==> src/rtl/pipe_skid_reg.sv <==
// Two-entry skid buffer pipeline register with flush and a saturating downstream-stall counter.
// in_ready is derived from registered state (gated by reset) so there is no combinational ready path.
module pipe_skid_reg #(
    parameter int unsigned       DATA_W     = 96,
    parameter logic [DATA_W-1:0] RESET_VAL  = '0,
    parameter bit                FLUSH_ZERO = 1'b1
) (
    input  logic              clk,
    input  logic              rst_n,
    input  logic              in_valid,
    output logic              in_ready,
    input  logic [DATA_W-1:0] in_data,
    input  logic              flush,
    output logic              out_valid,
    input  logic              out_ready,
    output logic [DATA_W-1:0] out_data,
    input  logic              stall_cnt_clr,
    output logic [15:0]       stall_cnt
);

    typedef enum logic [1:0] {
        EMPTY = 2'd0,
        FULL  = 2'd1,
        SKID  = 2'd2
    } state_t;

    state_t            r_state;
    state_t            w_state_nxt;
    logic [DATA_W-1:0] r_main;
    logic [DATA_W-1:0] r_skid;
    logic [15:0]       r_stall_cnt;

    logic w_in_ready;
    logic w_out_valid;
    logic w_accept;
    logic w_pop;
    logic w_main_ld_in;
    logic w_main_ld_skid;
    logic w_skid_ld;
    logic w_zero;

    assign w_in_ready  = rst_n && (r_state != SKID);
    assign w_out_valid = (r_state != EMPTY);
    assign w_accept    = in_valid && w_in_ready;
    assign w_pop       = w_out_valid && out_ready;

    always_ff @(posedge clk or negedge rst_n) begin
        if (!rst_n) begin
            r_state <= EMPTY;
        end else begin
            r_state <= w_state_nxt;
        end
    end

    always_comb begin
        w_state_nxt    = r_state;
        w_main_ld_in   = 1'b0;
        w_main_ld_skid = 1'b0;
        w_skid_ld      = 1'b0;
        w_zero         = 1'b0;
        if (flush) begin
            // Flush wins over any handshake: whatever is accepted this cycle is dropped.
            w_state_nxt = EMPTY;
            w_zero      = FLUSH_ZERO;
        end else begin
            case (r_state)
                EMPTY: begin
                    if (w_accept) begin
                        w_state_nxt  = FULL;
                        w_main_ld_in = 1'b1;
                    end
                end
                FULL: begin
                    if (w_accept && w_pop) begin
                        w_main_ld_in = 1'b1;
                    end else if (w_accept) begin
                        w_state_nxt = SKID;
                        w_skid_ld   = 1'b1;
                    end else if (w_pop) begin
                        w_state_nxt = EMPTY;
                    end
                end
                SKID: begin
                    if (w_pop) begin
                        w_state_nxt    = FULL;
                        w_main_ld_skid = 1'b1;
                    end
                end
                default: begin
                    w_state_nxt = EMPTY;
                end
            endcase
        end
    end

    always_ff @(posedge clk or negedge rst_n) begin
        if (!rst_n) begin
            r_main <= RESET_VAL;
            r_skid <= RESET_VAL;
        end else if (w_zero) begin
            r_main <= RESET_VAL;
            r_skid <= RESET_VAL;
        end else begin
            if (w_main_ld_in) begin
                r_main <= in_data;
            end else if (w_main_ld_skid) begin
                r_main <= r_skid;
            end
            if (w_skid_ld) begin
                r_skid <= in_data;
            end
        end
    end

    // Clear beats increment; flush deliberately leaves the counter alone.
    always_ff @(posedge clk or negedge rst_n) begin
        if (!rst_n) begin
            r_stall_cnt <= '0;
        end else if (stall_cnt_clr) begin
            r_stall_cnt <= '0;
        end else if (w_out_valid && !out_ready && (r_stall_cnt != 16'hFFFF)) begin
            r_stall_cnt <= r_stall_cnt + 16'd1;
        end
    end

    assign in_ready  = w_in_ready;
    assign out_valid = w_out_valid;
    assign out_data  = r_main;
    assign stall_cnt = r_stall_cnt;

endmodule

==> config.mk <==
export PLATFORM = sky130hd
export DESIGN_NAME = pipe_skid_reg
export DESIGN_NICKNAME = d
export VERILOG_FILES = /design/src/rtl/pipe_skid_reg.sv
export SDC_FILE = /design/constraint.sdc
export NUM_CORES = 1
export LEC_CHECK = 0
export BUFFER_PORTS_ARGS = -buffer_cell sky130_fd_sc_hd__buf_2
export CORE_MARGIN = 2
export CORE_UTILIZATION = 49
export DETAILED_ROUTE_END_ITERATION = 8
export MAX_ROUTING_LAYER = met4
export PLACE_DENSITY = 0.75
export SETUP_SLACK_MARGIN = 0.05
export SLEW_MARGIN = 25
export SYNTH_ARGS = -nofsm -noshare
export SYNTH_HDL_FRONTEND = slang
export SYNTH_SLANG_ARGS = --single-unit
==> constraint.sdc <==
create_clock -name clk -period 1.74 [get_ports clk]
set_clock_uncertainty 0.1 [all_clocks]
set_input_delay 0.261 -clock clk [delete_from_list [all_inputs] [get_ports clk]]
set_output_delay 0.261 -clock clk [all_outputs]
set_load 0.01 [all_outputs]
======== Word-level counts from Yosys, hierarchy flattened ========
Index checks and enable logic that the tools add are counted.
word-level totals
  register bits ........................... 210
  input port bits ......................... 102
operators by class
  equality and inequality tests ........... 8
  $add $sub $neg .......................... 1
  reduce and logical (&&, ||, !) cells .... 13
  mux-type cells .......................... 25
operators with widths
  kind                     count
  $mux W96                 5
  $mux W16                 2
  $add A16 B1 Y16 const B  1
  $ne A16 B16 Y1 const B   1
  $mux W2                  6
  $mux W1                  10
  $ne A3 B3 Y1 const B     3
  $logic_and A1 B1 Y1      6
  $pmux W2 S3              1
  $reduce_bool A2 Y1       3
  $ne A4 B4 Y1 const B     1
  $reduce_and A4 Y1        1
  $reduce_bool A3 Y1       1
  $eq A2 B1 Y1 const B     1
  $eq A2 B2 Y1 const B     1
  $logic_not A2 Y1         1
  $ne A2 B2 Y1 const B     1
  $pmux W1 S2              1
  $logic_not A1 Y1         1

======== Logic depth before layout (Yosys ltp) ========
Gate-level depths: netlist of run 1.
  depth in word-level cells ............... 9
  depth in mapped cells ................... 8

======== Worst setup path after synthesis of run 1 ========
Ideal clock, no wire load.
  kind .................................... register to register
  start ................................... register r_stall_cnt[0] (netlist: stall_cnt[0])
  end ..................................... register r_stall_cnt[13] (netlist: stall_cnt[13])
  arrival ................................. 1.755 ns
  library setup time ...................... 0.125 ns
  required time ........................... 1.515 ns
  clock period less this slack ............ 1.979 ns
  slack ................................... -0.239 ns
  cell stages (with the launch flop) ...... 7
  cells stage by stage .................... dfrtp_1 > ha_1 > nand4_1 > nor4_1 > buf_2 > nor4_1 > mux2_2
between the ends
  cells in the longest elaborated chain, start to end .. 3
  elaborated cells between the ends (all ways) .. 6
  classes of those cells .................. add/sub: 1; eq/ne: 1; mux: 2; reduce/logical: 2
ends and longest elaborated chain
  item                                               RTL line  RTL
  from (decl)                                        31        logic [15:0] r_stall_cnt;
  from (signal assigned)                             122       r_stall_cnt <= r_stall_cnt + 16'd1;
  $add A16 B1 Y16 or $ne A16 B16 Y1 (tied branches)  122, 121
  $mux W16 or $logic_and A1 B1 Y1 (tied branches)    121       end else if (w_out_valid && !out_ready && (r_stall_cnt != 16'hFFFF)) begin
  $mux W16 or $reduce_bool A2 Y1 (tied branches)     -
Several ways; a longest one is shown, not always the timed one. The select of a mux whose other input is x is not followed.
A chain may end at the register's enable or synchronous reset.

======== Worst setup path after layout of run 1 ========
  start ................................... register r_state[1]
  end ..................................... register r_main[71] (netlist: out_data[71])
between the ends
  cells in the longest elaborated chain, start to end .. 9
  elaborated cells between the ends (all ways) .. 19
  classes of those cells .................. eq/ne: 3; mux: 9; reduce/logical: 7
ends and longest elaborated chain
  item                    RTL line  RTL
  from (decl)             27        state_t r_state;
  from (signal assigned)  51        r_state <= w_state_nxt;
  $ne A2 B2 Y1            42        assign w_in_ready = rst_n && (r_state != SKID);
  $logic_and A1 B1 Y1     42
  $logic_and A1 B1 Y1     44        assign w_accept = in_valid && w_in_ready;
  $logic_and A1 B1 Y1     74        if (w_accept && w_pop) begin
  $mux W1                 74
  $pmux W1 S2             66        case (r_state)
  $mux W1                 61        if (flush) begin
  $mux W96                104       if (w_main_ld_in) begin
  $mux W96                100       end else if (w_zero) begin
  to (signal assigned)    105       r_main <= in_data;
  to (signal assigned)    107       r_main <= r_skid;
  to (decl)               29        logic [DATA_W-1:0] r_main;
Several ways; a longest one is shown, not always the timed one.

==> results.tsv, run 1 <==
stage	metric	value	unit
timing	hold_ws	-172	ps
timing	rsz0062_at_grt	yes	
floorplan	start_util	0.496	
yosys	synth_top_area_frac	0.570	
yosys	syn_area_per_cell	9.68	um2
drt	drt-total-wl	34.3	mm
power_and_ir_drop	max-vdd-ir-drop	0.748	mV
drt	ant_nets	0	
timing	fin_crit_sh	1.07	
placed_design	dp_hpwl	15.1	mm
placed_design	dp.cells	1377	
grt	grt_max_degree	166	
yosys	synth_area_leaders	dfrtp_1 57%, nand2_1 12%, mux2i_1 11%	
layout	fill_cells	1045	
yosys	netlist_area	9210	um2
critical_path	arrival	2130	ps
layout	drive_gt1_frac	0.400	
clock_network	cts-root-buf	clkbuf_16	
critical_path	cp-start-kind	register	
floorplan	rows	50	
timing	fmax	539	MHz
clock_network	cts-buffers-inserted	23	
placed_design	placed_area	10900	um2
yosys	syn_nets	1055	
floorplan	dieHeight	141	um
layout	multi_input_area	4560	um2
grt	grt_pass1_vias	8859	
clock_network	clk_pin_slew	60	ps
clock_network	cts.path.max_buffers	3	
flow_run	max-cap-violations	0	
drt	routed_via_density	5.88	
floorplan	die_area	19900	um2
hold_path	hold_path.class	input port to async pin	
critical_path	required	2010	ps
timing	fin_ws	-116	ps
placed_design	finalWeightedCongestion	0.859	
floorplan	core_area	18600	um2
drt	dr_total_vias	9225	
yosys	synth_seq_cells	210	
layout	seq_area	5260	um2
drt	dr.pass1.iters	8	
power_and_ir_drop	leakagePower	6.82	nW
timing	drv_slew	0	
critical_path	path_class	register to register	
placed_design	preCtsSetupSlack	-65.0	ps
layout	final_nets	1422	
clock_network	hold_buffers	97	
clock_network	cts_tree	built	
timing	fin_setup_tns	-8350	ps
drt	drt_iter0_drc	719	
timing	setup_viol	160	
grt	grt_antenna_before_repair	1	
yosys	postSynthCellCount	952	
run_status	status	finished, violations left	
layout	area_delta_synth_final	58.5	%
clock_network	clk_latency	500	ps
yosys	synth_warnings	0	
grt	grtUsageTotal	0.304	
yosys	synth_seq_area_share	0.570	
timing	worst_pin_slew	926	ps
critical_path	path_max_fanout	9	
timing	fin_crit	1860	ps
power_and_ir_drop	power.density	796	nW/um2
drt	routedWlPerCell	21.8	um
clock_network	h-tree-depth	1	
layout	stdcell_count	1568	
critical_path	cp-end-kind	register	
layout	final_util	0.786	
yosys	synth_top_area_cell	dfrtp_1	
grt	grt_pass1_wl	46.8	mm
clock_network	cts_sinks	210	
layout	final_cell_area	14600	um2
power_and_ir_drop	power	11.6	mW
drt	drc_errors	0	
floorplan	die_w	141	um
yosys	yosysUniqueCellTypes	36	
grt	grt-ovfl-total	0	
floorplan	io_pins	216	
placed_design	port_buffers	215	
critical_path	r2r_cells	7	
run_status	violations	hold timing, setup timing	
timing	hold_viol	182	
timing	slew_headroom	0.383	
==> cells by family after synthesis <==
family,share of synthesized area
AO/OA/AOI/OAI,0.128
adder cells (fa/ha/maj),0.00136
buffers and inverters,0.0361
flip-flops,0.570
multiplexers,0.109
AND/OR/NAND/NOR,0.155
==> per-layer routing <==
metal / global-route usage / wire length [um] / part of all wire / vias to the layer above
met5: - / 0 / 0 / -
met1: 0.377 / 13200 / 0.39 / 4561
met4: 0.138 / 1490 / 0.044 / 0
li1: - / - / - / 3993
met3: 0.0662 / 2570 / 0.075 / 135
met2: 0.483 / 17000 / 0.49 / 536
==> worst max-delay path, cell delays in order (launching register included) <==
cell and delay [ps]:
dfrtp_2 440, buf_4 150, and2_4 140, a221oi_4 260
or2_4 240, buf_12 160, clkbuf_16 160, o21ai_1 90
==> what timing repair did <==
action                                  CTS  global route
resized for setup                        68           242
gates cloned                             15            19
endpoints found under the setup margin  165           209
endpoints found under the hold margin   395           103
pin swaps                                21           109
setup buffers                            19             6
==> cell usage in the layout, fill, tap and decap left out, types with 6 or more instances in the layout <==
cell,Yosys,layout
nand2_1,295,236
buf_2,18,212
dfrtp_1,210,206
dlygate4sd3_1,0,97
mux2i_1,98,82
o21ai_1,40,79
a21oi_2,0,75
nand2_4,0,49
clkbuf_16,0,40
a21oi_1,110,33
buf_4,1,31
buf_12,0,25
o21ai_0,60,15
buf_16,0,14
buf_6,5,11
mux2i_2,0,10
nand2_2,0,10
o31ai_1,10,10
or4_1,9,7
mux2i_4,0,6
o21ai_2,0,6
==> path summary, 6_finish.rpt <==
path | startpoint | end | slack [ps]
min reg2reg | out_data[66] | out_data[66] | 380
min in group clk | flush | r_skid[94] | 50
max in group asynchronous | rst_n | out_data[58] | 970
min | rst_n | stall_cnt[4] | -170
max reg2reg | r_state[1] | out_data[71] | -120
max | r_state[1] | out_data[71] | -120
==> sequential cells by signal, summed over array words and instances (netlist names) <==
register and cells:
r_state 2, stall_cnt 16, out_data 96, r_skid 96
==> power by group <==
part           internal (mW)  switching (mW)
combinational          0.800           0.898
sequential              5.00          0.0823
clock                   2.88            1.96
==> synth_stat cells (all sizes together) <==
| library cell | instances |
|---|---|
| dfrtp | 210 |
| nand3b | 2 |
| and2 | 1 |
| or4 | 9 |
| and3b | 1 |
| a21boi | 1 |
| mux2 | 2 |
| nand4 | 5 |
| clkbuf | 36 |
| or2 | 2 |
| or3 | 4 |
| o31ai | 10 |
| o22a | 1 |
| a221oi | 1 |
| nand2 | 295 |
| nand3 | 7 |
| inv | 2 |
| nor2b | 3 |
| and4 | 3 |
| nor4 | 3 |
| a21oi | 110 |
| nor3 | 1 |
| and3 | 2 |
| buf | 32 |
| nand2b | 2 |
| ha | 1 |
| o21ba | 1 |
| nor2 | 7 |
| mux2i | 98 |
| o21ai | 100 |
==> area by class of cell <==
cell class                      instances  area share
Clock inverter                          8     0.00634
Clock buffer                           31      0.0442
Sequential cell                       210       0.360
Timing Repair Buffer                  410       0.256
Multi-Input combinational cell        672       0.312
Inverter                                2    0.000514
Tap cell                              234      0.0201
Antenna cell                            1    0.000171
Power figures use the tool's default switching activity.
==> run 2, diff against run 1 <==
--- a/config.mk
+++ b/config.mk
@@ -6,6 +6,7 @@
 export NUM_CORES = 1
 export LEC_CHECK = 0
 export BUFFER_PORTS_ARGS = -buffer_cell sky130_fd_sc_hd__buf_2
+export CORE_ASPECT_RATIO = 0.6
 export CORE_MARGIN = 2
 export CORE_UTILIZATION = 49
 export DETAILED_ROUTE_END_ITERATION = 8
==> run 2 against run 1 <==
The run ends with setup timing left; clock power decreased by 7.6%; clock-buffer cell count decreased by 3; final area increased by 0.98%; worst setup slack improved by 15 ps; critical path depth decreased by 1; first-iteration DRC count increased by 3.8%; flip-flop and latch count unchanged; wire length decreased by 4.0%; worst hold slack improved by 260 ps; global-route usage decreased by 2.5 points; fmax increased by 0.83%; via count decreased by 2.0%.
==> results.tsv, run 2 (same netlist as run 1, synthesis figures left out) <==
stage	metric	value	unit	change
drt	ant_nets	0		unchanged
clock_network	h-tree-depth	1		unchanged
critical_path	critical_path.top_delay_family	simple AND/OR/NAND/NOR gates		
run_status	status	finished, violations left		
critical_path	path_class	register to register		
layout	final_nets	1436		+0.98%
critical_path	path_max_fanout	7		-2
timing	rsz0062_at_grt	yes		
placed_design	finalWeightedCongestion	0.833		-3.0%
floorplan	rows	38		-24%
placed_design	preCtsSetupSlack	-89.9	ps	-24.9 ps
hold_path	hold_path.class	input port to register		
clock_network	cts_tree	built		
placed_design	placed_area	11100	um2	+2.3%
layout	fill_cells	1051		+0.57%
critical_path	path_cells	nand3b_1 > nor2_4 > buf_12 > buf_12 > mux2i_1 > o21ai_0		
run_status	violations	setup timing		
placed_design	dp_hpwl	16.0	mm	+5.6%
grt	grt_max_degree	111		-33%
clock_network	clk_pin_slew	70	ps	about the same
timing	hold_viol	0		-100%
clock_network	cts.path.max_buffers	3		unchanged
timing	fin_crit_sh	1.06		-0.00884
critical_path	arrival	2110	ps	-20 ps
critical_path	crit_path_max_incr_delay	440	ps	about the same
layout	final_cell_area	14700	um2	+0.98%
critical_path	cp-start-kind	register		
timing	worst_pin_slew	1060	ps	+138 ps
timing	fin_ws	-101	ps	+15.4 ps
grt	grt_use_met3	0.0483		-0.0179
critical_path	cp-end-kind	register		
clock_network	cts-buffers-inserted	20		-13%
floorplan	die_w	181	um	+28%
drt	drt_iter0_drc	746		+3.8%
grt	use_met1	0.379		+0.00219
timing	hold_ws	93.1	ps	+265 ps
floorplan	start_util	0.505		+0.00877
layout	drive_gt1_frac	0.437		+0.0372
grt	grt-ovfl-total	0		unchanged
floorplan	core_area	18300	um2	-1.7%
timing	fmax	543	MHz	+0.83%
layout	stdcell_count	1584		+1.0%
drt	drt-total-wl	32.9	mm	-4.0%
grt	gr-max-usage-layer	met2		
power_and_ir_drop	power.density	758	nW/um2	-4.8%
layout	multi_input_area	4820	um2	+5.9%
placed_design	dp.cells	1405		+2.0%
drt	dr.pass1.iters	6		-2
layout	area_delta_synth_final	60.1	%	
floorplan	io_pins	216		unchanged
grt	grt_pass1_vias	8332		-5.9%
layout	layout_commonest_cell	buf_2		
clock_network	cts-root-buf	clkbuf_16		
grt	grt_antenna_before_repair	1		unchanged
drt	routed_via_density	5.71		-3.0%
floorplan	die_area	19900	um2	+0.18%
timing	fin_crit	1840	ps	-15.4 ps
critical_path	critPathMostFrequentCell	buf_12		
timing	setup_viol	192		+20%
layout	final_cell_mix	214 x buf_2, 208 x dfrtp_1, 206 x nand2_1		
grt	use_met2	0.449		-0.0337
drt	drc_errors	0		unchanged
placed_design	port_buffers	215		unchanged
layout	seq_area	5260	um2	about the same
grt	grt_pass1_wl	43.2	mm	-7.7%
power_and_ir_drop	leakagePower	7.01	nW	+2.8%
clock_network	cts_sinks	210		unchanged
power_and_ir_drop	max-vdd-ir-drop	0.601	mV	-20%
floorplan	dieHeight	110	um	-22%
layout	final_util	0.808		+0.0217
timing	slew_headroom	0.291		-0.0923
grt	grtUsageTotal	0.280		-0.0246
critical_path	critPathBufInv	2		-1
critical_path	cp_slowest_cell	dfrtp_2		
critical_path	required	2010	ps	about the same
clock_network	clk_latency	500	ps	about the same
flow_run	max-cap-violations	0		unchanged
drt	routedWlPerCell	20.8	um	-5.0%
drt	dr_total_vias	9038		-2.0%
timing	drv_slew	0		unchanged
[run 2: metrics by stage]
step	power (mW)	TNS [ps]
after floorplan	5.63	-4180
after global placement	6.23	-263
after detailed placement	6.25	-3480
after CTS	10.9	-3410
after global routing	11.5	-18810
final	11.2	-6940
[run 2: timing repair]
item	4_1_cts	5_1_grt
pin swaps	20	198
endpoints found under the hold margin	380	0
buffers inserted	13	11
hold buffers	99	0
gates resized for setup	44	326
gates cloned	5	20
endpoints found under the setup margin	151	210
[run 2: final timing paths]
kind                               startpoint      endpoint  slack [ps]  depth (start not counted)
min in group asynchronous               rst_n    r_state[1]         170                          3
worst max register to register     r_state[1]  out_data[12]        -100                          6
worst min-delay path            stall_cnt_clr  stall_cnt[4]          90                          2
max in group asynchronous               rst_n    r_skid[59]         540                          4
worst max-delay path               r_state[1]  out_data[12]        -100                          6
worst min register to register   out_data[27]  out_data[27]         380                          2
[run 2: report_power, final]
| group | switching [mW] | leakage (nW) | total, mW | internal [mW] |
|---|---|---|---|---|
| logic | 0.877 | 3.80 | 1.62 | 0.745 |
| registers | 0.0806 | 2.90 | 5.08 | 5.00 |
| clock network | 1.89 | 0.308 | 4.47 | 2.58 |
[run 2: layout make-up]
| class | count | area share |
|---|---|---|
| inverter | 2 | 0.000509 |
| antenna | 1 | 0.000170 |
| tap | 240 | 0.0204 |
| timing repair buffer | 427 | 0.251 |
| clock buffer | 28 | 0.0388 |
| sequential | 210 | 0.357 |
| clock inverter | 4 | 0.00509 |
| multi-input combinational | 672 | 0.327 |
[run 2: metal layers]
layer  vias to the layer above  share of wire
met5                         -              0
met4                         0          0.024
met3                        79          0.072
met2                       438           0.48
met1                      4522           0.42
li1                       3999              -
